### config.mk
export PLATFORM = sky130hd
export DESIGN_NAME = binary16_mul_iterative
export DESIGN_NICKNAME = d
export VERILOG_FILES = /design/src/rtl/binary16_mul_iterative.sv
export SDC_FILE = /design/constraint.sdc
export NUM_CORES = 1
export LEC_CHECK = 0
export CAP_MARGIN = 15
export CORE_UTILIZATION = 46
export DETAILED_ROUTE_END_ITERATION = 12
export GPL_ROUTABILITY_DRIVEN = 1
export GPL_TIMING_DRIVEN = 0
export PLACE_DENSITY = 0.67
export SLEW_MARGIN = 10
export SYNTH_ARGS = -nofsm -noshare
export SYNTH_HDL_FRONTEND = slang
export SYNTH_SLANG_ARGS = --single-unit
### constraint.sdc
create_clock -name clk_in -period 3.9 [get_ports clk_in]
set_input_delay 0.78 -clock clk_in [delete_from_list [all_inputs] [get_ports clk_in]]
set_output_delay 0.78 -clock clk_in [all_outputs]
set_load 0.02 [all_outputs]
### src/rtl/binary16_mul_iterative.sv
// Iterative binary16 multiplier: 11-cycle shift-and-add significand multiply,
// one normalise cycle, fixed 12-cycle latency, truncating, no special cases.
module binary16_mul_iterative #(
  parameter int MANT_W = 11
) (
  input  logic        clk_in,
  input  logic        rst,
  input  logic [15:0] a,
  input  logic [15:0] b,
  input  logic        data_valid_in,
  output logic [15:0] result,
  output logic        data_valid_out,
  output logic        busy
);

  localparam int FRAC_W = MANT_W - 1;
  localparam int PROD_W = 2 * MANT_W;
  localparam int STEP_W = $clog2(MANT_W);
  localparam logic [STEP_W-1:0] LAST_STEP = STEP_W'(MANT_W - 1);

  typedef enum logic [1:0] {
    IDLE,
    MULT,
    NORM
  } state_t;

  state_t state_q, state_d;
  logic   accept;
  logic   finish;

  logic [STEP_W-1:0] step_q;
  logic [PROD_W-1:0] prod_q;
  logic [PROD_W-1:0] mcand_q;
  logic [MANT_W-1:0] mplier_q;
  logic              sign_q;
  logic              zero_q;
  logic [4:0]        exp_base_q;

  logic [4:0]        exp_base_d;
  logic              zero_d;
  logic              prod_msb;
  logic [FRAC_W-1:0] norm_frac;
  logic [4:0]        norm_exp;
  logic [15:0]       result_d;

  // Subtracting the bias in 5 bits wraps modulo 32, which is the intended
  // behaviour: exponent overflow/underflow is not detected.
  assign exp_base_d = a[14:10] + b[14:10] - 5'd15;
  assign zero_d     = (a[14:0] == 15'd0) || (b[14:0] == 15'd0);

  assign prod_msb  = prod_q[PROD_W-1];
  assign norm_frac = prod_msb ? prod_q[PROD_W-2 -: FRAC_W] : prod_q[PROD_W-3 -: FRAC_W];
  assign norm_exp  = exp_base_q + {4'd0, prod_msb};
  assign result_d  = zero_q ? {sign_q, 15'd0} : {sign_q, norm_exp, norm_frac};

  always_ff @(posedge clk_in) begin
    if (!rst) begin
      state_q <= IDLE;
    end else begin
      state_q <= state_d;
    end
  end

  // NOTE: every output of this block gets a default before the case statement,
  // so no path leaves a signal unassigned and no latch is inferred.
  always_comb begin
    state_d = state_q;
    accept  = 1'b0;
    finish  = 1'b0;
    case (state_q)
      IDLE: begin
        if (data_valid_in) begin
          accept  = 1'b1;
          state_d = MULT;
        end
      end
      MULT: begin
        if (step_q == LAST_STEP) begin
          state_d = NORM;
        end
      end
      NORM: begin
        finish = 1'b1;
        // The completion edge may also start the next operation.
        if (data_valid_in) begin
          accept  = 1'b1;
          state_d = MULT;
        end else begin
          state_d = IDLE;
        end
      end
      default: state_d = IDLE;
    endcase
  end

  // NOTE: sequential state uses non-blocking assignments only, so every register
  // here samples the pre-edge values of the others regardless of statement order.
  always_ff @(posedge clk_in) begin
    if (!rst) begin
      // NOTE: the datapath registers are cleared too, not just the control, so an
      // aborted operation leaves nothing behind that a later one could observe.
      step_q         <= '0;
      prod_q         <= '0;
      mcand_q        <= '0;
      mplier_q       <= '0;
      sign_q         <= 1'b0;
      zero_q         <= 1'b0;
      exp_base_q     <= '0;
      result         <= 16'h0000;
      data_valid_out <= 1'b0;
      busy           <= 1'b0;
    end else begin
      if (accept) begin
        step_q     <= '0;
        prod_q     <= '0;
        mcand_q    <= {{(PROD_W-MANT_W){1'b0}}, 1'b1, a[FRAC_W-1:0]};
        mplier_q   <= {1'b1, b[FRAC_W-1:0]};
        sign_q     <= a[15] ^ b[15];
        zero_q     <= zero_d;
        exp_base_q <= exp_base_d;
      end else if (state_q == MULT) begin
        // One multiplier bit per cycle, LSB first.
        if (mplier_q[0]) begin
          prod_q <= prod_q + mcand_q;
        end
        mcand_q  <= mcand_q << 1;
        mplier_q <= mplier_q >> 1;
        step_q   <= step_q + STEP_W'(1);
      end

      if (finish) begin
        result <= result_d;
      end
      data_valid_out <= finish;
      busy           <= accept | (busy & ~finish);
    end
  end

endmodule

==> results of run 1 <==
[worst paths after layout]
| kind | startpoint | to | slack (ns) | depth (start not counted) |
|---|---|---|---|---|
| setup / recovery | mcand_q[0] | prod_q[20] | 1.23 | 9 |
| hold reg to reg | prod_q[0] | prod_q[0] | 0.47 | 2 |
| hold / removal | prod_q[0] | prod_q[0] | 0.47 | 2 |
| setup reg to reg | mcand_q[0] | prod_q[20] | 1.23 | 9 |
[report_power, final]
part           total (mW)  leakage, nW  switching, mW  internal, mW
logic               0.239         1.35          0.138         0.101
registers           0.939        0.700         0.0276         0.911
clock network       0.681        0.106          0.357         0.323
[metrics by stage]
stage	area [um^2]	cells	power, mW
after global routing	5670	795	1.94
after detailed placement	5450	779	1.20
after CTS	5670	795	1.87
after floorplan	4770	595	1.10
after global placement	5450	779	1.19
final	5670	795	1.86
[state kept, by name, summed over array words and instances (netlist names)]
name and flops:
mcand_q 22, prod_q 22, result 16, mplier_q 11, exp_base_q 5, step_q 4
state_q 2, busy 1, data_valid_out 1, sign_q 1, zero_q 1
[layout by cell type, fill, tap and decap left out, drive strengths merged, types with 5 or more instances in the layout]
| cell type | count |
|---|---|
| nand4 | 11 |
| nor4 | 6 |
| o21a | 7 |
| a311oi | 20 |
| xnor2 | 10 |
| o2111ai | 5 |
| nor3b | 5 |
| clkdlybuf4s50 | 51 |
| dfxtp | 86 |
| a211oi | 9 |
| mux2 | 11 |
| clkbuf | 39 |
| a22oi | 13 |
| ha | 32 |
| or3 | 6 |
| a21o | 6 |
| nor2 | 65 |
| buf | 8 |
| nand2 | 105 |
| nand3 | 18 |
| o21ai | 13 |
| nor3 | 13 |
| a21oi | 47 |
| inv | 16 |
[routing by layer]
metal,up-vias,GRT usage (%),part of all wire (%)
li1,2265,-,-
met1,2132,31.8,46
met2,139,40.0,47
met3,23,3.95,4.7
met4,0,9.39,2.5
met5,-,0,0
[cell families (layout without fill, tap and decap cells)]
group	after synthesis	after routing	synth area share (%)
AOI/OAI and AO/OA	148	148	21.6
xor gates and xnor gates	13	13	2.39
adders and majority gates	34	34	9.23
buffers and inverters	52	119	4.27
DFF	86	86	36.1
muxes	13	13	3.02
and+or+nand+nor	249	249	23.4
[area by class of cell]
class	instances	area, um^2	share of cell area (%)
Multi-Input combinational cell	457	2850	50.2
Sequential cell	86	1720	30.4
Timing Repair Buffer	51	510	9.01
Tap cell	133	166	2.94
Buffer	37	148	2.61
Clock buffer	10	138	2.43
Clock inverter	6	80.1	1.41
Inverter	15	56.3	0.994
[worst register-to-register path, delay by kind of cell, from the launching register on]
family          cells  cell delay, ns
fa+ha+maj           2            0.57
flops               1            0.39
simple gates        3            0.86
buf+inv             1            0.05
compound gates      3            0.74
==> impl_metrics.env, run 1 <==
export IMPL_status="finished, final reports clean"
export IMPL_die_area_um2=10800
export IMPL_rsz0062_at_grt="false"
export IMPL_cts_resized=0
export IMPL_postLayoutCoreUtil_pct=57.2
export IMPL_vias=4559
export IMPL_antenna_found_initial=0
export IMPL_ioPinCount=53
export IMPL_wl_per_cell_um=15.9
export IMPL_fillerInstances=964
export IMPL_holdCritPathClass="reg -> reg"
export IMPL_dpl_hpwl_um=9740
export IMPL_clock_latency_ns=0.37
export IMPL_drive_above_1_share_pct=6.19
export IMPL_cpLargestDelayFamily="simple AND/OR/NAND/NOR gates"
export IMPL_syn_to_final_growth_pct=18.7
export IMPL_start_util_pct=48.2
export IMPL_fin_worst_skew_ns=0.0131
export IMPL_fmax_mhz=374
export IMPL_ctsHtreeMaxLevel=3
export IMPL_critPathMaxFanout=5
export IMPL_worstMarginPinSlew_ns=0.627
export IMPL_synth_avg_cell_area_um2=8.02
export IMPL_ir_drop_uv=171
export IMPL_yosys_area_top_type="dfxtp_1"
export IMPL_drv_cap=0
export IMPL_startpoint_type="flip-flop"
export IMPL_ctsHoldBuffers=0
export IMPL_synth_flop_cell="dfxtp_1"
export IMPL_critPathRequiredTime_ns=4.20
export IMPL_row_count=36
export IMPL_syn_cell_area_um2=4770
export IMPL_grt_start_max_net_pins=17
export IMPL_synth_common_cells="nand2_1, dfxtp_1, nor2_1"
export IMPL_synthTopCellsByArea="dfxtp_1, ha_1, nand2_1"
export IMPL_crit_slowest_cell="or4_1"
export IMPL_leakagePower_nw=2.15
export IMPL_grt_pass1_wl_um=21200
export IMPL_clock_path_buffers=2
export IMPL_antenna_cells=0
export IMPL_cts_setup_buffers=0
export IMPL_fin_crit_ns=2.67
export IMPL_pre_cts_ws_ns=1.05
export IMPL_synth_nets=664
export IMPL_final_max_slew_viol_count=0
export IMPL_ys_seq_area_share_pct=36.1
export IMPL_antenna_left=0
export IMPL_arrival_ns=2.97
export IMPL_period_share_pct=68.5
export IMPL_first_iter_violations=360
export IMPL_cts_tree="yes"
export IMPL_ys_types=60
export IMPL_slew_limit_headroom_pct=58.2
export IMPL_synth_most_common_cell="nand2_1"
export IMPL_cp_buffers_inverters=1
export IMPL_cp_cell_sequence="ha_1 > inv_1 > fa_1 > and2b_1 > o2111ai_2 > a211oi_2 > nor3b_2 > or4_1 > a31oi_1"
export IMPL_ys_ff_latch=86
export IMPL_core_area_um2=9910
export IMPL_hold_violations=0
export IMPL_grt_remaining_overflow=0
export IMPL_fin_nets=726
export IMPL_power_per_cell_area_nw_per_um2=328
export IMPL_crit_type="reg -> reg"
export IMPL_port_buffers=51
export IMPL_setup_viol=0
export IMPL_setup_tns_ns=0
export IMPL_numCtsBuffers=9
export IMPL_holdWs_ns=0.465
export IMPL_dr_pass1_iters=5
export IMPL_cp_end_kind="flip-flop"
export IMPL_synthArstFlopShare_pct=0
export IMPL_synth_edf_count=0
export IMPL_grt_usage_pct=24.3
export IMPL_synth_top_area_share_pct=36.1
export IMPL_yosysWarnings=0
export IMPL_grt_pass1_vias=4296
export IMPL_slowest_delay_ns=0.43
export IMPL_fp_dieH_um=104
export IMPL_clockRootBuffer="clkbuf_8"
export IMPL_setup_ws_ns=1.23
export IMPL_clkTransAtPathRegs_ns=0.09
export IMPL_drcViolationCount=0
export IMPL_die_w_um=104
export IMPL_gp_congestion=0.906
export IMPL_via_per_inst=5.73
export IMPL_netlist_instances=595
export IMPL_clock_sinks=86
export IMPL_wl_um=12700
Power figures use the tool's default switching activity.
==> inputs of run 2 (changes only) <==
clock period = 2.5 ns   (was 3.9 ns; I/O delays follow)
==> run 2 against run 1 <==
Against the previous run:
- routed wire length rose by 0.80%
- sequential power rose by 55%
- final cell count rose by 0.63%
- hold slack hardly changed
- global-route usage grew 0.097 points
- clock-buffer cell count is the same
- clock power rose by 56%
- critical path type unchanged
- critical endpoint unchanged
- largest power group unchanged
- highest routed layer unchanged
==> impl_metrics.env, run 2 (synthesis results as in run 1) <==
export IMPL_core_area_um2=9910
export IMPL_timing_rr_end="prod_q[20]"
export IMPL_period_share_pct=96.5
export IMPL_grt_use_met3_pct=4.07
export IMPL_clock_latency_ns=0.37
export IMPL_holdCritPathClass="reg -> reg"
export IMPL_hold_end="prod_q[9]"
export IMPL_die_w_um=104
export IMPL_multiInputGateArea_um2=2890
export IMPL_power_per_cell_area_nw_per_um2=506
export IMPL_fin_crit_ns=2.41
export IMPL_grt_remaining_overflow=0
export IMPL_hold_violations=0
export IMPL_numCtsBuffers=9
export IMPL_fmax_mhz=415
export IMPL_setup_ws_ns=0.0886
export IMPL_start_util_pct=48.2
export IMPL_drv_cap=0
export IMPL_rsz0062_at_grt="false"
export IMPL_slowest_delay_ns=0.42
export IMPL_grt_pass1_vias=4321
export IMPL_grt_start_max_net_pins=17
export IMPL_grt_usage_pct=24.4
export IMPL_ctsHtreeMaxLevel=3
export IMPL_p_int_mw=2.09
export IMPL_seq_area_um2=1720
export IMPL_antenna_cells=0
export IMPL_fp_dieH_um=104
export IMPL_critPathMaxFanout=4
export IMPL_setup_viol=0
export IMPL_crit_slowest_cell="or4_1"
export IMPL_clkPwrFrac_pct=36.6
export IMPL_cts_tree="yes"
export IMPL_drive_above_1_share_pct=7.65
export IMPL_whs_path_depth=2
export IMPL_worstMarginPinSlew_ns=0.635
export IMPL_grtUsageMet1_pct=31.8
export IMPL_cp_cell_sequence="ha_4 > inv_1 > fa_2 > and2b_2 > o2111ai_4 > a211oi_4 > nor3b_4 > or4_1 > a31oi_1"
export IMPL_row_count=36
export IMPL_p_sw_share_pct=28.3
export IMPL_final_max_slew_viol_count=0
export IMPL_ir_drop_uv=266
export IMPL_clock_sinks=86
export IMPL_cp_end_kind="flip-flop"
export IMPL_largestRegisters="mcand_q x22, prod_q x22, result x16"
export IMPL_via_per_inst=5.75
export IMPL_final_cell_mix="nand2_1, dfxtp_1, nor2_1"
export IMPL_grt_busiest_layer="met2"
export IMPL_gp_congestion=0.906
export IMPL_hp_start="prod_q[9]"
export IMPL_leakagePower_nw=2.18
export IMPL_clock_path_buffers=2
export IMPL_p_total_mw=2.91
export IMPL_clkTransAtPathRegs_ns=0.09
export IMPL_pwr_share_seq_pct=50.4
export IMPL_mostFrequentLayoutCell="nand2_1"
export IMPL_postLayoutCoreUtil_pct=58.0
export IMPL_grt_pass1_wl_um=21300
export IMPL_pre_cts_ws_ns=-0.124
export IMPL_p_sw_uw=822
export IMPL_startpoint_type="flip-flop"
export IMPL_dr_pass1_iters=5
export IMPL_status="finished, final reports clean"
export IMPL_wl_um=12800
export IMPL_grt_use_met2_pct=40.0
export IMPL_setup_tns_ns=0
export IMPL_arrival_ns=2.71
export IMPL_rr_startpoint="mcand_q[0]"
export IMPL_critPathRequiredTime_ns=2.80
export IMPL_port_buffers=51
export IMPL_r2r_setup_slack_ns=0.09
export IMPL_fin_worst_skew_ns=0.00952
export IMPL_first_iter_violations=304
export IMPL_dpl_hpwl_um=9740
export IMPL_slew_limit_headroom_pct=57.7
export IMPL_drcViolationCount=0
export IMPL_die_area_um2=10800
export IMPL_ioPinCount=53
export IMPL_vias=4596
export IMPL_crit_type="reg -> reg"
export IMPL_antenna_found_initial=0
export IMPL_antenna_left=0
export IMPL_fillerInstances=957
export IMPL_clockRootBuffer="clkbuf_8"
export IMPL_syn_to_final_growth_pct=20.5
export IMPL_wl_per_cell_um=16.0
export IMPL_combinationalPowerShare_pct=13.0
export IMPL_r2r_cells=9
export IMPL_fin_nets=731
[run 2: cell types whose count changed in the layout (fill, tap and decap cells not counted), moves of 2 or more]
cell / change
dfxtp_2: +2
o21ai_0: -2
o21ai_1: +2
dfxtp_1: -2
buf_4: +5
[run 2: layout make-up]
type	instances	share of cell area, %
clock buffers	10	2.39
well taps	133	2.90
repair buffers	56	9.53
flip-flops and latches	86	30.0
multi-input cells	457	50.2
clock inverters	6	1.39
plain buffers	37	2.57
inverters	15	0.980
[run 2: worst max-delay path by stage]
stage / startpoint / to / slack [ns] / cells after the start
after floorplan: mcand_q[0] / prod_q[20] / 0.24 / 9
after global placement: mcand_q[0] / prod_q[20] / -0.10 / 9
after detailed placement: mcand_q[0] / prod_q[20] / -0.12 / 9
after CTS: mcand_q[0] / prod_q[20] / 0.0008 / 9
after global routing: mcand_q[0] / prod_q[20] / 0.01 / 9
final: mcand_q[0] / prod_q[20] / 0.09 / 9
[run 2: per-stage QoR]
stage          cell area [um^2]  cells  hold slack, ns
6_report                   5750    800           0.466
5_1_grt                    5750    800           0.488
4_1_cts                    5710    797           0.467
3_5_place_dp               5450    779           0.455
3_3_place_gp               5450    779           0.444
2_1_floorplan              4770    595           0.436
[run 2: power by group through the flow]
| stage | Clock (mW) | Combinational [mW] | Sequential [mW] |
|---|---|---|---|
| 3_5_place_dp | 0 | 0.372 | 1.50 |
| 5_1_grt | 1.14 | 0.421 | 1.47 |
| 6_report | 1.06 | 0.377 | 1.46 |
| 4_1_cts | 1.07 | 0.376 | 1.46 |
| 3_3_place_gp | 0 | 0.362 | 1.50 |
| 2_1_floorplan | 0 | 0.234 | 1.48 |
[run 2: what timing repair did]
action                     CTS  global route
hold buffers                 0             0
pin swaps                    1             4
hold endpoints to repair     0             0
resized for setup            5             6
setup endpoints to repair    1             4
buffers inserted             2             3
[run 2: per-layer routing]
layer,vias to the layer above,wire length [um]
li1,2278,-
met1,2146,5750
met2,146,6020
met3,26,644
met4,0,359
met5,-,0
[run 2: worst max-delay path: cells and delay by family (launching register included)]
family | cells | cell delay, ns
flip-flops | 1 | 0.38
AO/OA/AOI/OAI | 3 | 0.67
adder cells (fa/ha/maj) | 2 | 0.48
buffers and inverters | 1 | 0.04
AND/OR/NAND/NOR | 3 | 0.77
